===== src/rtl/button_conditioner.sv =====
// button_conditioner: multi-channel push-button front end.
// Each channel runs a synchroniser, a counter-based debouncer, press/release
// strobes and a toggle latch. All outputs are registered on MCLK.
// Define BUTTON_CONDITIONER_LONG_PRESS_EN to build the per-channel hold
// counter and LONG strobe. Without it, LONG is held at 0.

module button_conditioner_chan #(
    parameter int SYNC_STAGES   = 2,
    parameter int STABLE_CYCLES = 250000,
    parameter int CNT_WIDTH     = 18,
    parameter int ACTIVE_LOW    = 1,
    parameter int LONG_CYCLES   = 25000000,
    parameter int LONG_WIDTH    = 25
) (
    input  logic i_clk,
    input  logic i_rst,
    input  logic i_raw,
    output logic o_level,
    output logic o_press,
    output logic o_release,
    output logic o_toggle,
    output logic o_long
);
    // The raw level seen while the button is not pressed.
    localparam logic                 IDLE    = (ACTIVE_LOW != 0);
    localparam logic [CNT_WIDTH-1:0] CNT_MAX = CNT_WIDTH'(STABLE_CYCLES - 1);

    logic [SYNC_STAGES-1:0] r_sync;
    logic [CNT_WIDTH-1:0]   r_cnt;
    logic                   r_level;
    logic                   r_press;
    logic                   r_release;
    logic                   r_toggle;
    logic                   w_sample;

    // Normalised sample: 1 means pressed, regardless of board polarity.
    assign w_sample = r_sync[SYNC_STAGES-1] ^ IDLE;

    // Synchroniser chain. Reset loads the idle level so that leaving reset
    // never looks like a press.
    always_ff @(posedge i_clk or posedge i_rst) begin
        if (i_rst) begin
            r_sync <= {SYNC_STAGES{IDLE}};
        end else begin
            r_sync <= {r_sync[SYNC_STAGES-2:0], i_raw};
        end
    end

    // Debounce counter, accepted level, edge strobes and toggle latch.
    // Any sample that agrees with the current level restarts the count.
    always_ff @(posedge i_clk or posedge i_rst) begin
        if (i_rst) begin
            r_cnt     <= '0;
            r_level   <= 1'b0;
            r_press   <= 1'b0;
            r_release <= 1'b0;
            r_toggle  <= 1'b0;
        end else begin
            r_press   <= 1'b0;
            r_release <= 1'b0;
            if (w_sample == r_level) begin
                r_cnt <= '0;
            end else if (r_cnt == CNT_MAX) begin
                r_cnt     <= '0;
                r_level   <= w_sample;
                r_press   <= w_sample;
                r_release <= ~w_sample;
                if (w_sample) begin
                    r_toggle <= ~r_toggle;
                end
            end else begin
                r_cnt <= r_cnt + 1'b1;
            end
        end
    end

    assign o_level   = r_level;
    assign o_press   = r_press;
    assign o_release = r_release;
    assign o_toggle  = r_toggle;

`ifdef BUTTON_CONDITIONER_LONG_PRESS_EN
    localparam logic [LONG_WIDTH-1:0] HOLD_MAX = LONG_WIDTH'(LONG_CYCLES);
    localparam logic [LONG_WIDTH-1:0] HOLD_PRE = LONG_WIDTH'(LONG_CYCLES - 1);

    logic [LONG_WIDTH-1:0] r_hold;
    logic                  r_long;

    // Hold counter saturates at LONG_CYCLES, so the strobe fires only on the
    // single edge where it reaches the limit; release clears it.
    always_ff @(posedge i_clk or posedge i_rst) begin
        if (i_rst) begin
            r_hold <= '0;
            r_long <= 1'b0;
        end else begin
            r_long <= r_level && (r_hold == HOLD_PRE);
            if (!r_level) begin
                r_hold <= '0;
            end else if (r_hold != HOLD_MAX) begin
                r_hold <= r_hold + 1'b1;
            end
        end
    end

    assign o_long = r_long;
`else
    assign o_long = 1'b0;
`endif

endmodule

module button_conditioner #(
    parameter int CHANNELS      = 4,
    parameter int SYNC_STAGES   = 2,
    parameter int STABLE_CYCLES = 250000,
    parameter int CNT_WIDTH     = 18,
    parameter int ACTIVE_LOW    = 1,
    parameter int LONG_CYCLES   = 25000000,
    parameter int LONG_WIDTH    = 25
) (
    input  logic                MCLK,
    input  logic                RST,
    input  logic [CHANNELS-1:0] BT_IN,
    output logic [CHANNELS-1:0] LEVEL,
    output logic [CHANNELS-1:0] PRESS,
    output logic [CHANNELS-1:0] RELEASE,
    output logic [CHANNELS-1:0] TOGGLE,
    output logic [CHANNELS-1:0] LONG
);

    // Channels are fully independent; no arbitration between them.
    for (genvar g = 0; g < CHANNELS; g++) begin : g_ch
        button_conditioner_chan #(
            .SYNC_STAGES  (SYNC_STAGES),
            .STABLE_CYCLES(STABLE_CYCLES),
            .CNT_WIDTH    (CNT_WIDTH),
            .ACTIVE_LOW   (ACTIVE_LOW),
            .LONG_CYCLES  (LONG_CYCLES),
            .LONG_WIDTH   (LONG_WIDTH)
        ) u_chan (
            .i_clk    (MCLK),
            .i_rst    (RST),
            .i_raw    (BT_IN[g]),
            .o_level  (LEVEL[g]),
            .o_press  (PRESS[g]),
            .o_release(RELEASE[g]),
            .o_toggle (TOGGLE[g]),
            .o_long   (LONG[g])
        );
    end

endmodule

===== config.mk =====
export PLATFORM = sky130hd
export DESIGN_NAME = button_conditioner
export DESIGN_NICKNAME = d
export VERILOG_FILES = /design/src/rtl/button_conditioner.sv
export SDC_FILE = /design/constraint.sdc
export NUM_CORES = 1
export LEC_CHECK = 0
export CELL_PAD_IN_SITES_DETAIL_PLACEMENT = 1
export CELL_PAD_IN_SITES_GLOBAL_PLACEMENT = 2
export CORE_ASPECT_RATIO = 1.5
export CORE_MARGIN = 4
export CORE_UTILIZATION = 35
export DETAILED_ROUTE_END_ITERATION = 8
export PLACE_DENSITY = 0.84
export REMOVE_ABC_BUFFERS = 1
export SYNTH_ARGS = -nofsm -noshare
export SYNTH_HDL_FRONTEND = slang
export SYNTH_HIERARCHICAL = 1
export SYNTH_SLANG_ARGS = --single-unit

===== constraint.sdc =====
create_clock -name MCLK -period 2.1 [get_ports MCLK]
set_clock_uncertainty 0.2 [all_clocks]
set_input_delay 0.315 -clock MCLK [delete_from_list [all_inputs] [get_ports MCLK]]
set_output_delay 0.315 -clock MCLK [all_outputs]
set_load 0.01 [all_outputs]

==> results.yml <==
run_status:
  status: "finished clean"
grt:
  grt_busiest_layer: "met2"
  grt_overflow: 0
  grt_pass1_vias: 3704
  met1_usage_pct: 17.5
  antenna_found_initial: 0
  grt_util_met2_pct: 26.3
  grt_max_degree: 25
  track_usage_pct: 14.9
  grt_pass1_wl_um: 17900
  grtUsageMet3_pct: 3.02
synth:
  synth_area_um2: 4570
  yosys_register_bits: 96
  synth_cell_type_count: 25
  synth_ff_type: "dfrtp_1"
  seq_area_frac_synth_pct: 52.7
  synth_edf_count: 0
  ys_warn_count: 6
  async_reset_ff_share_pct: 100
  synth_area_per_cell_um2: 10.4
  synthCells: 440
die:
  die_y_um: 148
  initial_utilization_pct: 36.2
  die_w_um: 101
  dieArea_um2: 15000
  ios: 26
  core-area_um2: 12600
  num_rows: 50
worst_setup_path:
  crit_required_ps: 2160
  worstPathArrival_ps: 2120
  path_max_fanout: 3
  path_class: "reg -> reg"
  crit_path_end_kind: "flip-flop"
  start_kind: "flip-flop"
routing:
  wl_per_cell_um: 15.5
  vias: 3342
  drt_iter0_drc: 87
  via_per_inst: 5.04
  final_antenna_net_count: 0
  drt_wl_total_um: 10300
  remaining_drc_errors: 0
  drt-pass1-iter-count: 4
timing:
  final_max_slew_viol_count: 0
  finalHoldViolCount: 0
  setup_viol: 0
  fin_crit_ps: 2060
  fin_setup_tns_ps: 0
  timing.final.crit_share_pct: 98.2
  fin_hold_ws_ps: 157
  fmax_mhz: 485
final_layout:
  drive_gt1_share_pct: 18.3
  syn_to_final_growth_pct: 22.0
  nFillCells: 1421
  mostFrequentLayoutCell: "dfrtp_1"
  fin_nets: 516
  n_antenna_cell: 0
  final_core_util_pct: 44.2
  layout_common_cells: "dfrtp_1, nor2_1, xnor2_1"
run:
  maxCapViolations: 0
clocking:
  clockRootBuffer: "clkbuf_16"
  path_clk_slew_ps: 70
  cts_tree: "built"
  clock_sinks: 96
  cts_buffers: 9
  cts_max_level: 3
  clockBufferDepth: 2
  clk_latency_ps: 340
pwr:
  p_leak_uw: 0.00238
  max-vdd-ir-drop_mv: 0.353
  power_density_nw_per_um2: 690
place:
  hpwl_um: 7120
  io_buffers: 21
  gp_congestion: 0.763
worst_hold_path:
  hold_path.class: "reg -> reg"
[repair_timing]
action | in CTS | in global routing
resized for setup | 0 | 11
pin swaps | 0 | 12
setup buffers | 2 | 5
hold buffers | 0 | 0
setup endpoints to repair | 2 | 31
[stage by stage]
stage          cell area, um2  cells  setup WS (ps)  total power (uW)
2_1_floorplan            4480    428           18.0              2020
3_3_place_gp             5180    640            104              2100
3_5_place_dp             5180    640          -7.11              2110
4_1_cts                  5510    658           10.1              3900
5_1_grt                  5580    663          -38.3              4010
6_report                 5580    663           36.9              3850
[per-layer routing]
| layer | routed length (um) | share of wire, % |
|---|---|---|
| met2 | 5540 | 54 |
| met1 | 4280 | 42 |
| met3 | 208 | 2.0 |
| met5 | 0 | 0 |
| met4 | 221 | 2.2 |
[cell usage after synthesis, drive strengths merged, types with 12 or more instances]
cell type,instances,area share (%)
nand3,20,2.2
nor3,20,2.2
xor2,24,4.6
inv,28,2.3
nor4,20,2.7
dfrtp,88,48
buf,12,2.0
xnor2,40,7.7
nand2,24,2.0
nand4,24,4.6
nor2,80,6.6
[where the power goes]
part | switching, uW | internal, uW | leakage, uW
logic | 112 | 81.2 | 0.000922
clock network | 709 | 1050 | 0.000151
registers | 18.3 | 1880 | 0.00130
[worst paths after layout]
path	startpoint	to	slack (ps)	cells after the start
setup / recovery	g_ch[3].u_chan/r_cnt[0]	g_ch[3].u_chan/o_level	40	5
hold / removal	g_ch[2].u_chan/r_sync[0]	g_ch[2].u_chan/r_sync[1]	160	0
setup reg to reg	g_ch[3].u_chan/r_cnt[0]	g_ch[3].u_chan/o_level	40	5
hold reg to reg	g_ch[2].u_chan/r_sync[0]	g_ch[2].u_chan/r_sync[1]	160	0
max in group asynchronous	RST	g_ch[1].u_chan/r_sync[1]	1120	3
min in group asynchronous	RST	g_ch[2].u_chan/o_level	280	3
[flip-flops by register name, indices dropped and copies added, names as in the netlist]
| name | cells |
|---|---|
| g_ch.u_chan/r_cnt | 72 |
| g_ch.u_chan/r_sync | 8 |
| g_ch.u_chan/o_level | 4 |
| g_ch.u_chan/o_press | 4 |
| g_ch.u_chan/o_release | 4 |
| g_ch.u_chan/o_toggle | 4 |
[area by class of cell]
type | instances | area [um2] | area share (%)
flip-flops and latches | 96 | 2410 | 43.2
multi-input cells | 304 | 2000 | 35.8
repair buffers | 63 | 554 | 9.93
clock buffers | 12 | 236 | 4.24
well taps | 156 | 195 | 3.50
inverters | 28 | 105 | 1.88
clock inverters | 4 | 77.6 | 1.39
[cell families (layout without fill, tap and decap cells)]
| logic type | Yosys count | count (layout) | share of synthesized area [%] |
|---|---|---|---|
| and+or+nand+nor | 212 | 212 | 25.5 |
| xor gates and xnor gates | 64 | 64 | 12.3 |
| adders and majority gates | 8 | 8 | 2.19 |
| AOI/OAI and AO/OA | 12 | 12 | 1.86 |
| DFF | 96 | 96 | 52.7 |
| buffers and inverters | 40 | 107 | 4.27 |
| other | 4 | 4 | 0.328 |
| muxes | 4 | 4 | 0.875 |
[worst max-delay path, stage by stage (launching register included)]
cell and delay, ps:
dfrtp_1 370, ha_2 210, nand3_2 100, or4b_4 490, or3_4 420, mux2i_2 190
Note: power is estimated with default switching activity, not from simulation.
